[src/rtl/imm_encoder.sv]
// RV32I encoder (LI->LUI/ADDI, JAL, BRANCH, STORE): first word 1 cycle after accept, range error pulses instead.
// Words are held under out_ready backpressure; req_ready is high only while idle.
module imm_encoder #(
   parameter bit SHORT_LI = 1'b1
) (
   input  logic        clk,
   input  logic        rst,
   input  logic        req_valid,
   output logic        req_ready,
   input  logic [1:0]  req_op,
   input  logic [4:0]  req_rd,
   input  logic [4:0]  req_rs1,
   input  logic [4:0]  req_rs2,
   input  logic [2:0]  req_funct3,
   input  logic [31:0] req_imm,
   output logic        out_valid,
   input  logic        out_ready,
   output logic [31:0] out_inst,
   output logic        out_last,
   output logic        err_range
);

   typedef enum logic [1:0] {IDLE, EMIT1, EMIT2, ERR} state_t;

   localparam logic [1:0] OP_LI     = 2'b00;
   localparam logic [1:0] OP_JAL    = 2'b01;
   localparam logic [1:0] OP_BRANCH = 2'b10;
   localparam logic [1:0] OP_STORE  = 2'b11;

   state_t      state;
   logic [31:0] word2;

   logic [11:0] lo;
   logic [19:0] hi;
   logic        fits12;
   logic        bad;
   logic        single;
   logic [31:0] w1;
   logic [31:0] w2;

   assign req_ready = (state == IDLE);

   always_comb begin
      lo     = req_imm[11:0];
      // hi absorbs the sign of lo so that LUI+ADDI reconstructs the full value
      hi     = req_imm[31:12] + {19'd0, req_imm[11]};
      fits12 = (&req_imm[31:11]) | ~(|req_imm[31:11]);
      bad    = 1'b0;
      single = 1'b1;
      w1     = 32'd0;
      w2     = 32'd0;
      case (req_op)
         OP_LI: begin
            if (SHORT_LI && fits12) begin
               w1 = {lo, 5'd0, 3'b000, req_rd, 7'b0010011};
            end else if (lo == 12'd0) begin
               w1 = {hi, req_rd, 7'b0110111};
            end else begin
               w1     = {hi, req_rd, 7'b0110111};
               w2     = {lo, req_rd, 3'b000, req_rd, 7'b0010011};
               single = 1'b0;
            end
         end
         OP_JAL: begin
            bad = req_imm[0] | ~((&req_imm[31:20]) | ~(|req_imm[31:20]));
            w1  = {req_imm[20], req_imm[10:1], req_imm[11], req_imm[19:12],
                   req_rd, 7'b1101111};
         end
         OP_BRANCH: begin
            bad = req_imm[0] | ~((&req_imm[31:12]) | ~(|req_imm[31:12]));
            w1  = {req_imm[12], req_imm[10:5], req_rs2, req_rs1, req_funct3,
                   req_imm[4:1], req_imm[11], 7'b1100011};
         end
         default: begin
            bad = ~fits12;
            w1  = {req_imm[11:5], req_rs2, req_rs1, req_funct3, req_imm[4:0],
                   7'b0100011};
         end
      endcase
   end

   always_ff @(posedge clk) begin
      if (rst) begin
         state     <= IDLE;
         out_valid <= 1'b0;
         out_inst  <= 32'd0;
         out_last  <= 1'b0;
         err_range <= 1'b0;
         word2     <= 32'd0;
      end else begin
         case (state)
            IDLE: begin
               if (req_valid) begin
                  if (bad) begin
                     err_range <= 1'b1;
                     state     <= ERR;
                  end else begin
                     out_valid <= 1'b1;
                     out_inst  <= w1;
                     out_last  <= single;
                     word2     <= w2;
                     state     <= EMIT1;
                  end
               end
            end
            EMIT1: begin
               if (out_ready) begin
                  if (out_last) begin
                     out_valid <= 1'b0;
                     out_inst  <= 32'd0;
                     out_last  <= 1'b0;
                     state     <= IDLE;
                  end else begin
                     out_inst <= word2;
                     out_last <= 1'b1;
                     state    <= EMIT2;
                  end
               end
            end
            EMIT2: begin
               if (out_ready) begin
                  out_valid <= 1'b0;
                  out_inst  <= 32'd0;
                  out_last  <= 1'b0;
                  state     <= IDLE;
               end
            end
            default: begin
               err_range <= 1'b0;
               state     <= IDLE;
            end
         endcase
      end
   end

endmodule
[config.mk]
export PLATFORM = sky130hd
export DESIGN_NAME = imm_encoder
export DESIGN_NICKNAME = d
export VERILOG_FILES = /design/src/rtl/imm_encoder.sv
export SDC_FILE = /design/constraint.sdc
export NUM_CORES = 1
export LEC_CHECK = 0
export BUFFER_PORTS_ARGS = -buffer_cell sky130_fd_sc_hd__buf_2
export CAP_MARGIN = 0
export CORE_MARGIN = 8
export CORE_UTILIZATION = 49
export DETAILED_ROUTE_END_ITERATION = 10
export PLACE_DENSITY = 0.77
export SYNTH_ARGS = -nofsm -noshare
export SYNTH_HDL_FRONTEND = slang
export SYNTH_SLANG_ARGS = --single-unit
[constraint.sdc]
create_clock -name clk -period 2.3 [get_ports clk]
set_input_delay 0.115 -clock clk [delete_from_list [all_inputs] [get_ports clk]]
set_output_delay 0.115 -clock clk [all_outputs]
set_load 0.03 [all_outputs]
==> impl_metrics.env, run 1 <==
export IMPL_netlist_area_um2=3857
export IMPL_wl_met2_um=6402
export IMPL_async_flop_share=0
export IMPL_synth_seq_cells=54
export IMPL_endpoint_kind="register"
export IMPL_start_util=0.5018
export IMPL_yosysMostFrequentCell="dfxtp_1"
export IMPL_ir_drop_uv=384.4
export IMPL_synth_simple_area_share=0.2141
export IMPL_path_delay_family="simple AND/OR/NAND/NOR gates"
export IMPL_syn_to_final_growth_pct=22.93
export IMPL_tns_ps=0
export IMPL_skew_ps=11.83
export IMPL_worstMarginPinSlew_ps=542.4
export IMPL_top_layer_used="met4"
export IMPL_crit_required_ps=2490
export IMPL_slowest_delay_ps=380
export IMPL_wl_met3_um=1285
export IMPL_grt_pass1_wl_um=22730
export IMPL_io_buffers=91
export IMPL_hold_path_startpoint="req_rd[2]"
export IMPL_drc_errors=0
export IMPL_syn_inst=477
export IMPL_slowest_stage="dfxtp_1"
export IMPL_cts_clk_slew_worst_paths_ps=100
export IMPL_cts_tree="built"
export IMPL_status="finished clean"
export IMPL_p_per_area_nw_per_um2=922.2
export IMPL_hold_end="word2[17]"
export IMPL_slew_limit_headroom=0.6375
export IMPL_antenna_found_initial=0
export IMPL_vias=4447
export IMPL_setup_viol=0
export IMPL_cts_setup_buffers=0
export IMPL_min_period_ps=2098
export IMPL_antenna_cells=0
export IMPL_totalWireLength_um=13890
export IMPL_clk_path_buf_depth=2
export IMPL_yosys_area_top_type="dfxtp_1"
export IMPL_regToRegStartpoint="state[1]"
export IMPL_cts_resized=0
export IMPL_wl_per_cell_um=20.27
export IMPL_die_w_um=104.7
export IMPL_synth_edf_count=0
export IMPL_core_um2=7687
export IMPL_numCtsBuffers=5
export IMPL_postRouteAntennaNets=0
export IMPL_firstDrtPassIters=5
export IMPL_clockRootBuffer="clkbuf_8"
export IMPL_r2r_cells=9
export IMPL_drt_met1_wl_um=5810
export IMPL_final_nets=650
export IMPL_synth_cell_types=59
export IMPL_die_h_um=104.7
export IMPL_grt_max_degree=25
export IMPL_synth_ff_type="dfxtp_1"
export IMPL_synth_top_area_frac=0.2802
export IMPL_p_leak_nw=1.967
export IMPL_layout_worst_path_cycle_share=0.9123
export IMPL_grt_pass1_vias=4423
export IMPL_muxShareOfSynthArea=0.05482
export IMPL_dp_hpwl_um=10830
export IMPL_clock_latency_ps=320
export IMPL_fin_hold_ws_ps=67.30
export IMPL_grt_overflow_total=0
export IMPL_whs_path_depth=3
export IMPL_hold_viol_final=0
export IMPL_synth_area_leaders="dfxtp_1 (28%), a211oi_1 (6.6%), nand4_1 (4.2%)"
export IMPL_synth_top_family_by_area="compound AO/OA/AOI/OAI gates"
export IMPL_rsz0062_at_grt="no"
export IMPL_routabilityCongestion=0.9717
export IMPL_startpoint_type="register"
export IMPL_worst_slack_ps=201.7
export IMPL_crit_chain="inv_1 -> ha_1 -> nor2_2 -> nor2_2 -> nor3b_2 -> inv_1 -> o21ai_2 -> buf_12 -> a211oi_1"
export IMPL_r2r_end="out_inst[16]"
export IMPL_syn_nets=544
export IMPL_ys_seq_area_frac=0.2802
export IMPL_synth_compound_area_share=0.3237
export IMPL_dr_first_iter_drc_count=373
export IMPL_setup_worst_path_class="reg2reg"
export IMPL_slew_violations=0
export IMPL_maxCapViolCount=0
export IMPL_cp_data_arrival_time_ps=2290
export IMPL_clkSinkCount=54
export IMPL_crit_buf_inv=3
export IMPL_track_usage=0.2461
export IMPL_synth_commonest_cells="dfxtp_1 (54), nand2_1 (41), a211oi_1 (34)"
export IMPL_syn_mean_instance_area_um2=8.087
export IMPL_boundaryPins=92
export IMPL_num_rows=32
export IMPL_die_area_um2=10970
export IMPL_h_tree_depth=2
export IMPL_hp_class="in2reg"
export IMPL_hold_buffers=0
export IMPL_post_place_ws_ps=15.83
export IMPL_r2r_setup_slack_ps=200
export IMPL_max_freq_ghz=0.4766
export IMPL_synth_adder_area_share=0.03568
export IMPL_drive_gt1_frac=0.2967
export IMPL_viasPerCell=6.492
export IMPL_synth_xor_area_frac=0.02498
export IMPL_synth_warning_count=0
export IMPL_cp_max_fo=14
==> worst register-to-register path: stages, from the launching register on <==
cell	delay, ps
dfxtp_1	380
inv_1	90
ha_1	220
nor2_2	190
nor2_2	100
nor3b_2	380
inv_1	180
o21ai_2	200
buf_12	160
a211oi_1	70
==> per-stage QoR <==
step                std cells  cell area [um2]  power [mW]    util
global placement          678             4653       3.757  0.6053
floorplan                 477             3857       2.996       -
finish                    685             4742       4.373  0.6169
global route              685             4742       4.622  0.6169
CTS                       685             4737       4.346  0.6162
detailed placement        678             4653       3.823  0.6053
==> sequential cells by signal (all words and copies together) (netlist names) <==
register and flops:
word2 18, state 2, err_range 1, out_last 1, out_valid 1, out_inst 31
==> report_power, final <==
group	internal [mW]	total (mW)	switching [mW]	leakage (nW)
sequential	1.17	1.30	0.127	0.442
combinational	0.900	2.54	1.64	1.49
clock	0.209	0.539	0.330	0.0362
==> how the worst max path moves through the flow <==
stage / startpoint / endpoint / slack (ps) / depth (start not counted)
after CTS: state[1] / out_last / 120 / 9
final: state[1] / out_inst[16] / 200 / 9
after global routing: state[0] / out_inst[30] / 20 / 7
after floorplan: req_imm[17] / out_inst[15] / 120 / 8
after global placement: req_imm[17] / out_inst[29] / 80 / 9
after detailed placement: req_op[1] / out_inst[18] / 20 / 9
==> cell usage in the layout (no fill, tap or decap), types with 13 or more instances in the layout <==
master,instances
buf_4,46
o21ai_0,29
dfxtp_1,54
nor4_1,13
buf_2,91
a211oi_1,34
inv_1,16
nand3_1,13
a21oi_1,32
nand2_1,41
nand4_1,26
==> final cells by class <==
type / count / area [um2]
inverters: 17 / 63.81
clock inverters: 2 / 15.01
well taps: 102 / 127.6
repair buffers: 140 / 860.8
clock buffers: 5 / 68.82
fillers: 742 / 2945
multi-input cells: 365 / 2525
flip-flops and latches: 54 / 1081
==> cells by family (layout without fill, tap and decap cells) <==
group                      after synthesis  in the layout
xor gates and xnor gates                11             11
muxes                                   20             20
adders and majority gates               11             11
buffers and inverters                   58            164
AOI/OAI and AO/OA                      172            172
DFF                                     54             54
and+or+nand+nor                        151            151
==> routing by layer <==
| layer | GRT usage | vias up |
|---|---|---|
| met4 | 0.08767 | 0 |
| li1 | - | 2067 |
| met5 | 0 | - |
| met2 | 0.3982 | 270 |
| met1 | 0.3167 | 2068 |
| met3 | 0.04914 | 42 |
Power figures use the tool's default switching activity.
==> inputs of run 2 (changes only) <==
--- a/config.mk
+++ b/config.mk
@@ -7,10 +7,13 @@
 export LEC_CHECK = 0
 export BUFFER_PORTS_ARGS = -buffer_cell sky130_fd_sc_hd__buf_2
 export CAP_MARGIN = 0
+export CELL_PAD_IN_SITES_DETAIL_PLACEMENT = 0
+export CELL_PAD_IN_SITES_GLOBAL_PLACEMENT = 2
 export CORE_MARGIN = 8
-export CORE_UTILIZATION = 49
+export CORE_UTILIZATION = 28
 export DETAILED_ROUTE_END_ITERATION = 10
-export PLACE_DENSITY = 0.77
+export PLACE_DENSITY_LB_ADDON = 0.1
+export RECOVER_POWER = 25
 export SYNTH_ARGS = -nofsm -noshare
 export SYNTH_HDL_FRONTEND = slang
 export SYNTH_SLANG_ARGS = --single-unit
==> impl_metrics.env, run 2 (same netlist as run 1, synthesis figures left out) <==
export IMPL_dpl_cell_count=755
export IMPL_die_w_um=133.4
export IMPL_slew_limit_headroom=0.5726
export IMPL_track_usage=0.1790
export IMPL_clock_latency_ps=300
export IMPL_reg_largest_list="out_inst x31, word2 x18, state x2"
export IMPL_regToRegStartpoint="state[0]"
export IMPL_final_common_cell="buf_2"
export IMPL_p_per_area_nw_per_um2=970.5
export IMPL_dr_first_iter_drc_count=268
export IMPL_hold_path_startpoint="req_rd[4]"
export IMPL_boundaryPins=92
export IMPL_core_um2=13670
export IMPL_die_h_um=133.4
export IMPL_clockRootBuffer="clkbuf_16"
export IMPL_crit_required_ps=2490
export IMPL_clk_path_buf_depth=2
export IMPL_largest_reg_flops=31
export IMPL_post_place_ws_ps=46.83
export IMPL_wl_per_cell_um=21.24
export IMPL_io_buffers=91
export IMPL_slew_violations=0
export IMPL_totalWireLength_um=16200
export IMPL_min_period_ps=2093
export IMPL_top_register="out_inst"
export IMPL_numCtsBuffers=5
export IMPL_worst_slack_ps=206.8
export IMPL_vias=4269
export IMPL_cts_setup_buffers=0
export IMPL_drc_errors=0
export IMPL_grt_overflow_total=0
export IMPL_setup_worst_path_class="reg2reg"
export IMPL_die_area_um2=17790
export IMPL_status="finished clean"
export IMPL_multiInputGateArea_um2=2529
export IMPL_h_tree_depth=2
export IMPL_rsz0062_at_grt="no"
export IMPL_grt_pass1_wl_um=25320
export IMPL_startpoint_type="register"
export IMPL_layout_worst_path_cycle_share=0.9101
export IMPL_hp_class="in2reg"
export IMPL_layout_cells_non_filler=763
export IMPL_seq_area_um2=1081
export IMPL_ir_drop_uv=324.6
export IMPL_routabilityCongestion=0.8456
export IMPL_crit_path_start="state[0]"
export IMPL_grt_pass1_vias=4385
export IMPL_cp_data_arrival_time_ps=2280
export IMPL_grt_max_degree=20
export IMPL_skew_ps=5.601
export IMPL_antenna_found_initial=0
export IMPL_start_util=0.2823
export IMPL_worstMarginPinSlew_ps=639.5
export IMPL_final_cell_mix="buf_2 (69), dfxtp_1 (54), buf_4 (46)"
export IMPL_dp_hpwl_um=12620
export IMPL_antenna_cells=0
export IMPL_p_leak_nw=1.912
export IMPL_cts_clk_slew_worst_paths_ps=80
export IMPL_setup_viol=0
export IMPL_final_nets=649
export IMPL_num_rows=43
export IMPL_cts_tree="built"
export IMPL_endpoint_kind="register"
export IMPL_hold_viol_final=0
export IMPL_cp_max_fo=4
export IMPL_drive_gt1_frac=0.2573
export IMPL_postRouteAntennaNets=0
export IMPL_clkSinkCount=54
export IMPL_fillCellCount=1520
export IMPL_syn_to_final_growth_pct=26.56
export IMPL_max_freq_ghz=0.4777
export IMPL_viasPerCell=5.595
export IMPL_firstDrtPassIters=4
export IMPL_tns_ps=0
export IMPL_maxCapViolCount=0
## run 2: final timing paths
| kind | endpoint | slack (ps) | cells past startpoint |
|---|---|---|---|
| worst max-delay path | out_inst[21] | 210 | 9 |
| worst min-delay path | word2[19] | 100 | 3 |
| worst max register to register | out_inst[21] | 210 | 9 |
| worst min register to register | out_inst[6] | 460 | 2 |
## run 2: what timing repair did
item | in CTS | in global routing
hold buffers | 0 | 0
gates resized for setup | 0 | 2
setup endpoints to repair | 0 | 14
## run 2: layout make-up
type | instances | share of cell area
Multi-Input combinational cell | 365 | 0.5179
Timing Repair Buffer | 139 | 0.1666
Tap cell | 180 | 0.04613
Clock buffer | 5 | 0.02563
Clock inverter | 3 | 0.009226
Sequential cell | 54 | 0.2214
Inverter | 17 | 0.01307
## run 2: critical path, stage by stage, from the launching register on
cell and delay, ps:
dfxtp_1 400, inv_1 90, ha_1 370, and3b_1 220
nand2_1 110, nand2_1 80, a211oi_1 230, nor3_1 80
buf_4 160, mux2_2 250
## run 2: metal layers
metal	wire length, um	vias up	global-route usage
met3	745	10	0.02485
met4	189	0	0.03930
met5	0	-	0
li1	-	2069	-
met2	7567	131	0.2935
met1	7701	2059	0.2427
## run 2: stage by stage
step | hold slack, ps | power, mW | utilization | area (um2)
CTS | 93.19 | 4.803 | 0.3586 | 4901
global placement | 403.4 | 3.886 | 0.3462 | 4731
detailed placement | 412.9 | 3.903 | 0.3462 | 4731
global route | 103.2 | 5.060 | 0.3573 | 4882
finish | 97.59 | 4.738 | 0.3573 | 4882
floorplan | 269.3 | 2.996 | - | 3857
## run 2: report_power, final
part	switching, mW	internal, mW
logic	1.68	0.860
clock network	0.377	0.515
registers	0.134	1.17
==> inputs of run 3 (changes only) <==
==> constraint.sdc (replaced) <==
create_clock -name clk -period 2.3 [get_ports clk]
set_input_delay 0.345 -clock clk [delete_from_list [all_inputs] [get_ports clk]]
set_output_delay 0.345 -clock clk [all_outputs]
set_load 0.03 [all_outputs]
==> impl_metrics.env, run 3 (same netlist as run 1, synthesis figures left out) <==
export IMPL_status="finished clean"
export IMPL_num_rows=43
export IMPL_final_cell_mix="buf_4 (74), buf_2 (69), dfxtp_1 (54)"
export IMPL_crit_chain="buf_2 -> or4_4 -> nor4_4 -> buf_4 -> a32o_1 -> buf_4 -> a211oi_1 -> a311oi_1 -> a211oi_1"
export IMPL_slowest_stage="or4_4"
export IMPL_startpoint_type="input port"
export IMPL_dr_first_iter_drc_count=369
export IMPL_crit_required_ps=2490
export IMPL_top_register="out_inst"
export IMPL_boundaryPins=92
export IMPL_post_place_ws_ps=-188.6
export IMPL_hp_class="in2reg"
export IMPL_viasPerCell=5.516
export IMPL_layout_worst_path_cycle_share=0.9433
export IMPL_postRouteAntennaNets=0
export IMPL_antenna_cells=0
export IMPL_antenna_found_initial=0
export IMPL_vias=4385
export IMPL_final_common_cell="buf_4"
export IMPL_die_h_um=133.4
export IMPL_ir_drop_uv=310.3
export IMPL_cts_setup_buffers=0
export IMPL_core_um2=13670
export IMPL_totalWireLength_um=16240
export IMPL_h_tree_depth=2
export IMPL_min_period_ps=2170
export IMPL_setup_viol=0
export IMPL_endpoint_kind="register"
export IMPL_drc_errors=0
export IMPL_die_area_um2=17790
export IMPL_dp_hpwl_um=12690
export IMPL_grt_max_degree=28
export IMPL_rsz0062_at_grt="no"
export IMPL_clk_path_buf_depth=2
export IMPL_cp_data_arrival_time_ps=2360
export IMPL_worst_slack_ps=130.3
export IMPL_finish_utilization=0.3786
export IMPL_syn_to_final_growth_pct=34.12
export IMPL_final_nets=681
export IMPL_slew_violations=0
export IMPL_clkSinkCount=54
export IMPL_maxCapViolCount=0
export IMPL_p_per_area_nw_per_um2=928.6
export IMPL_cts_clk_slew_worst_paths_ps=70
export IMPL_start_util=0.2823
export IMPL_fin_hold_ws_ps=323.5
export IMPL_dpl_cell_count=787
export IMPL_max_freq_ghz=0.4609
export IMPL_drive_gt1_frac=0.3057
export IMPL_wl_per_cell_um=20.42
export IMPL_routabilityCongestion=0.8775
export IMPL_fillCellCount=1496
export IMPL_layout_cells_non_filler=795
export IMPL_slew_limit_headroom=0.5657
export IMPL_cp_max_fo=6
export IMPL_total_power_mw=4.804
export IMPL_p_leak_nw=2.082
export IMPL_skew_ps=8.680
export IMPL_setup_worst_path_class="in2reg"
export IMPL_hold_viol_final=0
export IMPL_clockRootBuffer="clkbuf_16"
export IMPL_grt_pass1_vias=4395
export IMPL_die_w_um=133.4
export IMPL_grt_pass1_wl_um=25470
export IMPL_clock_latency_ps=310
export IMPL_numCtsBuffers=5
export IMPL_reg_largest_list="out_inst x31, word2 x18, state x2"
export IMPL_grt_overflow_total=0
export IMPL_cts_tree="built"
export IMPL_worstMarginPinSlew_ps=649.8
export IMPL_largest_reg_flops=31
export IMPL_slowest_delay_ps=540
export IMPL_track_usage=0.1809
export IMPL_firstDrtPassIters=5
export IMPL_io_buffers=91
## run 3: cell count changes in the layout (fill, tap and decap cells not counted), sizes merged
cell	change
buf	+32
clkbuf	+1
clkinv	+1
clkinvlp	-1
bufinv	-1
## run 3: layout make-up
| cell class | instances | area (um2) | area share |
|---|---|---|---|
| Tap cell | 180 | 225.2 | 0.04353 |
| Inverter | 17 | 63.81 | 0.01233 |
| Timing Repair Buffer | 171 | 1104 | 0.2133 |
| Clock inverter | 2 | 12.51 | 0.002418 |
| Multi-Input combinational cell | 365 | 2549 | 0.4926 |
| Clock buffer | 6 | 138.9 | 0.02684 |
| Sequential cell | 54 | 1081 | 0.2089 |
## run 3: per-stage QoR
step,TNS (ps),area (um2)
6_report,0,5174
5_1_grt,0,5174
4_1_cts,0,5196
3_5_place_dp,-7199,5045
3_3_place_gp,-6290,5045
2_1_floorplan,-2223,3895
## run 3: timing repair
action,in CTS,in global routing
resized for setup,0,2
hold buffers,0,0
endpoints found under the setup margin,0,23
## run 3: worst paths after layout
path / start / endpoint / slack [ps] / depth (start not counted)
max: req_imm[17] / out_inst[30] / 130 / 9
min: req_rd[4] / word2[19] / 320 / 3
max reg2reg: state[0] / out_inst[23] / 180 / 9
min reg2reg: out_inst[18] / out_inst[18] / 460 / 2
## run 3: power breakdown
part,internal [mW],switching (mW)
sequential,1.17,0.131
clock,0.433,0.374
combinational,0.975,1.72
total,2.58,2.23
## run 3: critical path, delay by kind of cell
family,cells,cell delay [ps]
AOI/OAI and AO/OA,4,770
buffers and inverters,3,480
and+or+nand+nor,2,750
## run 3: routing by layer
layer | GRT usage | wire length, um | up-vias
li1 | - | - | 2130
met1 | 0.2463 | 7576 | 2112
met2 | 0.2907 | 7625 | 136
met5 | 0 | 0 | -
met3 | 0.03389 | 904 | 7
met4 | 0.03556 | 131 | 0
